<file path="config.mk">
export PLATFORM = sky130hd
export DESIGN_NAME = ad9361_multi_sync
export DESIGN_NICKNAME = d
export VERILOG_FILES = /design/src/rtl/ad9361_multi_sync.sv
export SDC_FILE = /design/constraint.sdc
export NUM_CORES = 1
export LEC_CHECK = 0
export CORE_MARGIN = 2
export CORE_UTILIZATION = 45
export CTS_CLUSTER_SIZE = 10
export DETAILED_ROUTE_END_ITERATION = 6
export PLACE_DENSITY = 0.68
export SYNTH_ARGS = -nofsm -noshare
export SYNTH_HDL_FRONTEND = slang
export SYNTH_SLANG_ARGS = --single-unit
</file>
<file path="constraint.sdc">
create_clock -name axi_aclk -period 4.3 [get_ports axi_aclk]
set_input_delay 0.645 -clock axi_aclk [delete_from_list [all_inputs] [get_ports axi_aclk]]
set_output_delay 0.645 -clock axi_aclk [all_outputs]
set_load 0.01 [all_outputs]
</file>
<file path="src/rtl/ad9361_multi_sync.sv">
// Multi-chip AD9361 ENABLE/TXNRX sync controller: applies per-chip updates on a
// TDD sync event, either generated locally (master) or taken from tdd_sync_i (slave).
module ad9361_multi_sync #(
    parameter int NUM_CHIPS        = 2,
    parameter int SYNC_PULSE_WIDTH = 4,
    parameter int ARM_TIMEOUT      = 1024
) (
    input  logic                 axi_aclk,
    input  logic                 axi_areset,
    input  logic                 mode_master,
    input  logic                 sync_arm,
    input  logic [NUM_CHIPS-1:0] up_enable,
    input  logic [NUM_CHIPS-1:0] up_txnrx,
    output logic [NUM_CHIPS-1:0] enable,
    output logic [NUM_CHIPS-1:0] txnrx,
    input  logic                 tdd_sync_i,
    output logic                 tdd_sync_o,
    output logic                 tdd_sync_t,
    output logic                 sync_busy,
    output logic                 sync_done,
    output logic                 sync_timeout,
    output logic [15:0]          sync_count
);

    typedef enum logic [1:0] {
        ST_IDLE  = 2'd0,
        ST_ARMED = 2'd1,
        ST_PULSE = 2'd2
    } state_t;

    localparam logic [15:0] TIMEOUT_LAST = 16'(ARM_TIMEOUT - 1);
    localparam logic [15:0] PULSE_LAST   = 16'(SYNC_PULSE_WIDTH - 1);

    state_t                state_reg, state_next;
    logic                  mode_q_reg, mode_q_next;
    logic [15:0]           cnt_reg, cnt_next;
    logic [NUM_CHIPS-1:0]  enable_reg, enable_next;
    logic [NUM_CHIPS-1:0]  txnrx_reg, txnrx_next;
    logic                  sync_o_reg, sync_o_next;
    logic                  sync_t_reg;
    logic                  done_reg, done_next;
    logic                  timeout_reg, timeout_next;
    logic [15:0]           sync_count_reg, sync_count_next;
    logic [2:0]            sync_q_reg;
    logic                  sync_edge;
    logic                  load_event;

    // bits 0/1 resynchronise the pin, bit 2 is the previous value for edge detect
    assign sync_edge = sync_q_reg[1] & ~sync_q_reg[2];

    always_comb begin
        state_next      = state_reg;
        mode_q_next     = mode_q_reg;
        cnt_next        = cnt_reg;
        sync_o_next     = 1'b0;
        done_next       = 1'b0;
        timeout_next    = timeout_reg;
        sync_count_next = sync_count_reg;
        load_event      = 1'b0;
        case (state_reg)
            ST_IDLE: begin
                cnt_next = 16'd0;
                if (sync_arm) begin
                    state_next   = ST_ARMED;
                    mode_q_next  = mode_master;
                    timeout_next = 1'b0;
                end
            end
            ST_ARMED: begin
                if (mode_q_reg) begin
                    state_next  = ST_PULSE;
                    load_event  = 1'b1;
                    sync_o_next = 1'b1;
                    cnt_next    = 16'd0;
                end else if (sync_edge) begin
                    state_next      = ST_IDLE;
                    load_event      = 1'b1;
                    done_next       = 1'b1;
                    sync_count_next = sync_count_reg + 16'd1;
                end else if (cnt_reg == TIMEOUT_LAST) begin
                    state_next   = ST_IDLE;
                    timeout_next = 1'b1;
                end else begin
                    cnt_next = cnt_reg + 16'd1;
                end
            end
            ST_PULSE: begin
                if (cnt_reg == PULSE_LAST) begin
                    state_next      = ST_IDLE;
                    done_next       = 1'b1;
                    sync_count_next = sync_count_reg + 16'd1;
                end else begin
                    sync_o_next = 1'b1;
                    cnt_next    = cnt_reg + 16'd1;
                end
            end
            default: state_next = ST_IDLE;
        endcase
    end

    generate
        for (genvar gi = 0; gi < NUM_CHIPS; gi++) begin : g_chip
            assign enable_next[gi] = load_event ? up_enable[gi] : enable_reg[gi];
            assign txnrx_next[gi]  = load_event ? up_txnrx[gi]  : txnrx_reg[gi];
        end
    endgenerate

    always_ff @(posedge axi_aclk) begin
        if (axi_areset) begin
            state_reg      <= ST_IDLE;
            mode_q_reg     <= 1'b0;
            cnt_reg        <= 16'd0;
            enable_reg     <= '0;
            txnrx_reg      <= '0;
            sync_o_reg     <= 1'b0;
            sync_t_reg     <= 1'b1;
            done_reg       <= 1'b0;
            timeout_reg    <= 1'b0;
            sync_count_reg <= 16'd0;
            sync_q_reg     <= 3'b000;
        end else begin
            state_reg      <= state_next;
            mode_q_reg     <= mode_q_next;
            cnt_reg        <= cnt_next;
            enable_reg     <= enable_next;
            txnrx_reg      <= txnrx_next;
            sync_o_reg     <= sync_o_next;
            sync_t_reg     <= ~mode_master;
            done_reg       <= done_next;
            timeout_reg    <= timeout_next;
            sync_count_reg <= sync_count_next;
            sync_q_reg     <= {sync_q_reg[1:0], tdd_sync_i};
        end
    end

    assign enable       = enable_reg;
    assign txnrx        = txnrx_reg;
    assign tdd_sync_o   = sync_o_reg;
    assign tdd_sync_t   = sync_t_reg;
    assign sync_busy    = (state_reg != ST_IDLE);
    assign sync_done    = done_reg;
    assign sync_timeout = timeout_reg;
    assign sync_count   = sync_count_reg;

endmodule

</file>
# Word-level counts from Yosys, hierarchy flattened

Index checks and enable logic that the tools add are counted.

Bitwise gates (word level): 3
Equal/unequal tests: 14
Add/subtract/negate cells: 2
Reductions and logical operators: 10
Muxes and demuxes: 29

Operators with widths:

| operator              | number |
|---|---|
| $mux 16               | 7 |
| $pmux 16 s3           | 1 |
| $add 16x1->16 const B | 2 |
| $pmux 16 s2           | 1 |
| $eq 16x10->1 const B  | 1 |
| $eq 16x2->1 const B   | 1 |
| $ne 2x2->1 const B    | 7 |
| $mux 1                | 11 |
| $mux 2                | 5 |
| $reduce_and 4->1      | 2 |
| $ne 3x3->1 const B    | 2 |
| $pmux 1 s2            | 3 |
| $pmux 2 s3            | 1 |
| $reduce_bool 2->1     | 3 |
| $reduce_and 5->1      | 1 |
| $ne 4x4->1 const B    | 1 |
| $reduce_and 3->1      | 1 |
| $reduce_bool 3->1     | 1 |
| $eq 2x1->1 const B    | 1 |
| $eq 2x2->1 const B    | 1 |
| $logic_not 2->1       | 1 |
| $not 1->1             | 2 |
| $reduce_and 2->1      | 1 |
| $and 1x1->1           | 1 |

Logic and storage cells: 69
Register bits after elaboration: 46
Input port bits: 9

# Depth between registers and ports, before layout

Gate-level depths: netlist of the first run.

Depth after elaboration: 5
Mapped depth: 8
Depth with buffers taken out: 7

# Least setup slack after synthesis of the first run

Ideal clock, no wire load.

Kind: register to register
Start: reg state_reg[1]
End: reg cnt_reg[12]
Path buffers: 0
Required time: 4.212 ns
Slack: 2.158 ns
Arrival time: 2.054 ns
Period minus slack after synthesis: 2.142 ns
Stages on the path, launching flop included: 8
Cell sequence: dfxtp_1 inv_1 ha_1 and4bb_2 or2_1 nor3_1 nand2_1 o31ai_1

Cells in the longest elaborated chain, start to end: 3
Elaborated cells on any way between the ends: 9

Ends and longest elaborated chain:

| item                                               | RTL line | source |
|---|---|---|
| start: declaration                                 | 34       | `state_t state_reg, state_next;` |
| start signal: assignment                           | 122      | `state_reg <= state_next;` |
| $eq 2x1->1, or another cell as far along           | 60       | `case (state_reg)` |
| $ne 3x3->1 (no line), or another cell as far along | -        |  |
| $reduce_and 4->1 (no line)                         | -        |  |
| end signal: assignment                             | 124      | `cnt_reg <= cnt_next;` |
| end: declaration                                   | 36       | `logic [15:0] cnt_reg, cnt_next;` |

Several ways; a longest one is shown, not always the timed one.
A chain may end at the register's enable or synchronous reset.

# Worst setup path in the final report of the first run

Ends and elaborated chain as after synthesis.

==> results of run 1 <==
==> area by class of cell <==
cell class	instances	area, um2	area share
Tap cell	70	87.6	0.0305
Inverter	8	30.0	0.0105
Timing Repair Buffer	34	338	0.118
Clock inverter	2	10.0	0.00349
Sequential cell	46	921	0.321
Clock buffer	5	68.8	0.0240
Multi-Input combinational cell	214	1420	0.493
==> final timing paths <==
check	startpoint	endpoint	slack [ps]	cells past startpoint
worst max-delay path	state_reg[1]$_SDFFE_PP0P_	cnt_reg[12]$_SDFFE_PP0P_	1400	7
worst min-delay path	sync_q_reg[0]$_SDFF_PP0_	sync_q_reg[1]$_SDFF_PP0_	450	1
worst max register to register	state_reg[1]$_SDFFE_PP0P_	cnt_reg[12]$_SDFFE_PP0P_	1400	7
worst min register to register	sync_q_reg[0]$_SDFF_PP0_	sync_q_reg[1]$_SDFF_PP0_	450	1
==> worst max-delay path, stage by stage, from the launching register on <==
cell,delay [ps]
dfxtp_1,340
inv_1,100
ha_1,290
nor2b_1,270
o21ai_1,380
nor3_1,790
nand2_1,350
o31ai_1,290
==> power groups by stage <==
stage                     combinational [W]  sequential, W  clock [W]
after floorplan                   0.0000421       0.000446          0
after global placement            0.0000659       0.000446          0
after detailed placement          0.0000667       0.000446          0
after CTS                         0.0000670       0.000436   0.000264
after global routing              0.0000750       0.000437   0.000283
final                             0.0000670       0.000436   0.000255
==> metrics by stage <==
step                hold WS, ps  power (W)  instances  utilization  cell area [um2]
floorplan                   414   0.000488        283            -             2450
global route                463   0.000796        379        0.555             2870
CTS                         453   0.000767        379        0.555             2870
finish                      452   0.000758        379        0.555             2870
detailed placement          433   0.000513        372        0.540             2790
global placement            431   0.000512        372        0.540             2790
==> cells by family (layout without fill, tap and decap cells) <==
group,count (synthesis),count (layout)
and+or+nand+nor,119,119
AOI/OAI and AO/OA,73,73
DFF,46,46
buffers and inverters,23,49
muxes,11,11
adders and majority gates,6,6
xor gates and xnor gates,5,5
==> routing by layer <==
layer | vias to the layer above | part of all wire
li1 | 1132 | -
met1 | 1048 | 0.49
met5 | - | 0
met2 | 86 | 0.44
met4 | 0 | 0.014
met3 | 10 | 0.063
==> layout by cell type, fill, tap and decap left out, types with 9 or more instances in the layout <==
cell / count
o31ai_1: 9
nor2b_1: 12
clkdlybuf4s50_1: 33
nand3_1: 16
nor2_1: 29
a21oi_1: 12
nand4_1: 13
nand2_1: 20
o21ai_0: 12
dfxtp_1: 46
==> qor.csv, run 1 <==
metric,value,unit
syn_nets,298,
CTS resizes,0,
Gate power share,0.088,
# fillers,485,
dpl ws,1460,ps
Worst Setup End Kind,register,
worst-skew pair later-pin latency,300,ps
top-count cell post-synth,dfxtp_1,
Final Hold Violating Endpoints,0,
"antenna viol nets, final",0,
CTS root buffer,clkbuf_8,
Crit Path Class,reg2reg,
Max Fanout on Critical Path,18,
first-pass GRT wire length,9890,um
Post-Synth Adder-Cell Area,0.0307,
Worst Tran Pin Value,1150,ps
clock sinks,46,
mux cell area share after synthesis,0.0475,
Clk pwr share,0.336,
final net count,324,
#FFs+latches synth,46,
commonest cells in the netlist,"46 x dfxtp_1, 29 x nor2_1, 20 x nand2_1, 16 x nand3_1, 13 x nand4_1",
layout cells sized above 1,0.0744,
Final setup viols,0,
Post-DP HPWL,4090,um
final critical-path share of the clock period,0.675,
met2 GRT Util,0.305,
Worst Path Required,4520,ps
sequential cell area fraction in the yosys report,0.376,
input/output buffers,33,
DRT iter0 DRCs,178,
Crit path arrival time,3120,ps
Post-Synth XOR/XNOR Area,0.0179,
routed vias,2276,
Post-Synth Simple-Gate Area,0.271,
initial antenna violation count,0,
RSZ-0062 raised after global routing,no,
Yosys cell types,52,
Die Span Y,77.7,um
"EDFF count, synth",0,
met3 Use GR,0.0488,
Mapped Cells,283,
Compound-Gate Fraction of Synth Area,0.211,
core footprint,5170,um2
hold buffer count at CTS,0,
CP Launch Type,register,
fin. max-slew vios,0,
FMAX,344,MHz
Main synth FF type,dfxtp_1,
leakage,0.951,nW
synthesized area,2450,um2
CTS tree,yes,
routed len/inst,15.4,um
share of the synthesized area in the top cell type,0.376,
Final GP Congestion,0.927,
Hold Path Class,reg2reg,
min Tclk post-route,2900,ps
Max Cap Viol,0,
Ys Warns,0,
Num CTS Buffers,5,
GRT Total Usage,0.203,
site row count,26,
Top Ports,34,
NetSw,0.000188,W
sequential share of power,0.575,
PwrDens,264,nW/um2
Post-CTS Setup Bufs,0,
largest family of logic cells by synthesized area,simple AND/OR/NAND/NOR gates,
internal power,0.000569,W
Post-synth ARST share,0,
final global-route overflow total,0,
Synth area leader,dfxtp_1,
setup_tns,0,ps
clk_skew,9.04,ps
vias in the first global route,2092,
final wirelength,5820,um
DRC viols,0,
"Most Used Layer, Global Route",met2,
setup ws final,1400,ps
outcome,"complete, no violations",
clk buf depth,2,
clock slew at reported path FFs,90,ps
cells taking the most area after synthesis,"dfxtp_1 38%, nor2_1 4.4%, nand4_1 3.3%",
area grow syn2layout,17.3,%
Antenna Cells,0,
H-tree Lvls,2,
Worst VDD drop,0.124,mV
chip width,77.7,um
Mean Syn Cell Area,8.65,um2
Starting Density,0.473,
Die Area,6040,um2
met1 GRT Util,0.281,
Rel. slew slack,0.231,
drt pass-1 iters,4,
Net Sw Frac,0.249,
vias per cell,6.01,
pin count of the biggest net entering global routing,26,
Note: power is estimated with default switching activity, not from simulation.
==> run 2: changes to the inputs <==
==> constraint.sdc (replaced) <==
create_clock -name axi_aclk -period 2.79 [get_ports axi_aclk]
set_input_delay 0.4185 -clock axi_aclk [delete_from_list [all_inputs] [get_ports axi_aclk]]
set_output_delay 0.4185 -clock axi_aclk [all_outputs]
set_load 0.01 [all_outputs]
==> qor.csv, run 2 (synthesized netlist as in run 1, its figures left out) <==
metric,value,unit,change
Rel. slew slack,0.549,,+0.318
setup_tns,0,ps,unchanged
core footprint,5170,um2,unchanged
final core occ,0.566,,+0.0111
hold buffer count at CTS,0,,unchanged
Antenna Cells,0,,unchanged
clock sinks,46,,unchanged
clock slew at reported path FFs,90,ps,about the same
H-tree Lvls,2,,unchanged
layout cells sized above 1,0.0918,,+0.0173
DRT iter0 DRCs,197,,+11%
Top Ports,34,,unchanged
Worst Tran Pin Value,672,ps,-474 ps
CTS tree,yes,,
min Tclk post-route,2440,ps,-468 ps
clk_skew,11.7,ps,+2.62 ps
most frequent cells in the layout,"46 x dfxtp_1, 33 x clkdlybuf4s50_1, 29 x nor2_1",,
Post-CTS Setup Bufs,0,,unchanged
Worst Setup End Kind,register,,
Net Sw Frac,0.245,,-0.00401
drt pass-1 iters,4,,unchanged
clk buf depth,2,,unchanged
FMAX,411,MHz,+19%
"antenna viol nets, final",0,,unchanged
Max Cap Viol,0,,unchanged
Num CTS Buffers,5,,unchanged
leakage,0.985,nW,+3.6%
vias in the first global route,2095,,+0.14%
Final Hold Violating Endpoints,0,,unchanged
NetSw,0.000295,W,+57%
Worst VDD drop,0.229,mV,+84%
DRC viols,0,,unchanged
area grow syn2layout,19.6,%,
pin count of the biggest net entering global routing,33,,+27%
first-pass GRT wire length,9940,um,+0.49%
RSZ-0062 raised after global routing,no,,
chip width,77.7,um,unchanged
Die Area,6040,um2,unchanged
fin. max-slew vios,0,,unchanged
sequential share of power,0.557,,-0.018
Max Fanout on Critical Path,15,,-3
input/output buffers,33,,unchanged
Post-DP HPWL,4150,um,+1.3%
Final setup viols,0,,unchanged
worst-skew pair later-pin latency,300,ps,about the same
"final std cell area, no fill",2930,um2,+2.0%
final critical-path share of the clock period,0.873,,+0.198
Worst Path Required,3010,ps,-1510 ps
final wirelength,5920,um,+1.8%
"most common cell after layout, fill and taps aside",dfxtp_1,,
Crit Path Class,reg2reg,,
area of the multi-input gates,1420,um2,unchanged
CTS root buffer,clkbuf_8,,
initial antenna violation count,0,,unchanged
Final GP Congestion,0.889,,-4.2%
CP Launch Type,register,,
# fillers,483,,-0.41%
PwrDens,412,nW/um2,+56%
Gate power share,0.089,,about the same
final global-route overflow total,0,,unchanged
internal power,0.000912,W,+60%
Clk pwr share,0.354,,+0.018
routed vias,2267,,-0.40%
Crit path arrival time,2660,ps,-460 ps
final net count,330,,+1.9%
Starting Density,0.473,,unchanged
Hold Path Class,reg2reg,,
outcome,"complete, no violations",,
CTS resizes,0,,unchanged
Die Span Y,77.7,um,unchanged
site row count,26,,unchanged
GRT Total Usage,0.204,,+0.000934
routed len/inst,15.3,um,about the same
placed cell areas,2840,um2,+1.6%
FF/Latch Area,921,um2,unchanged
vias per cell,5.87,,-2.2%
-- run 2: changes by cell type in the layout (fill, tap and decap cells not counted), sizes merged --
cell,before,now
clkbuf,5,7
buf,1,7
clkinv,2,1
-- run 2: metal layers --
layer,part of all wire,vias up,global-route usage
met4,0.0059,0,0.0661
met3,0.047,4,0.0500
met5,0,-,0
met1,0.48,1067,0.277
met2,0.47,59,0.317
li1,-,1137,-
-- run 2: final timing paths --
| path | to | depth (start not counted) | from | slack, ps |
|---|---|---|---|---|
| max | cnt_reg[12]$_SDFFE_PP0P_ | 7 | state_reg[1]$_SDFFE_PP0P_ | 350 |
| min | sync_q_reg[1]$_SDFF_PP0_ | 1 | sync_q_reg[0]$_SDFF_PP0_ | 440 |
| max reg2reg | cnt_reg[12]$_SDFFE_PP0P_ | 7 | state_reg[1]$_SDFFE_PP0P_ | 350 |
| min reg2reg | sync_q_reg[1]$_SDFF_PP0_ | 1 | sync_q_reg[0]$_SDFF_PP0_ | 440 |
-- run 2: area by class of cell --
type                       instances  area share
timing repair buffer              40       0.131
tap                               70      0.0299
clock buffer                       7      0.0295
sequential                        46       0.315
inverter                           8      0.0103
multi-input combinational        214       0.483
clock inverter                     1     0.00171
-- run 2: worst max-delay path, cell delays in order (launching register included) --
cell	delay, ps
dfxtp_1	360
inv_1	90
ha_1	270
and4bb_2	310
or2_1	410
nor3_1	330
nand2_1	310
o31ai_1	290
-- run 2: stage by stage --
step	std cells	worst slack, ps	power, W	hold slack, ps
after floorplan	283	648	0.000752	414
after CTS	386	344	0.00122	445
after global placement	378	428	0.000794	419
final	386	354	0.00121	443
after detailed placement	378	365	0.000794	426
after global routing	386	84.3	0.00125	467
-- run 2: power groups by stage --
stage / clock [W] / sequential [W] / combinational (W)
after floorplan: 0 / 0.000687 / 0.0000648
after global placement: 0 / 0.000687 / 0.000107
after detailed placement: 0 / 0.000687 / 0.000107
after CTS: 0.000439 / 0.000672 / 0.000108
after global routing: 0.000457 / 0.000673 / 0.000120
final: 0.000428 / 0.000672 / 0.000107
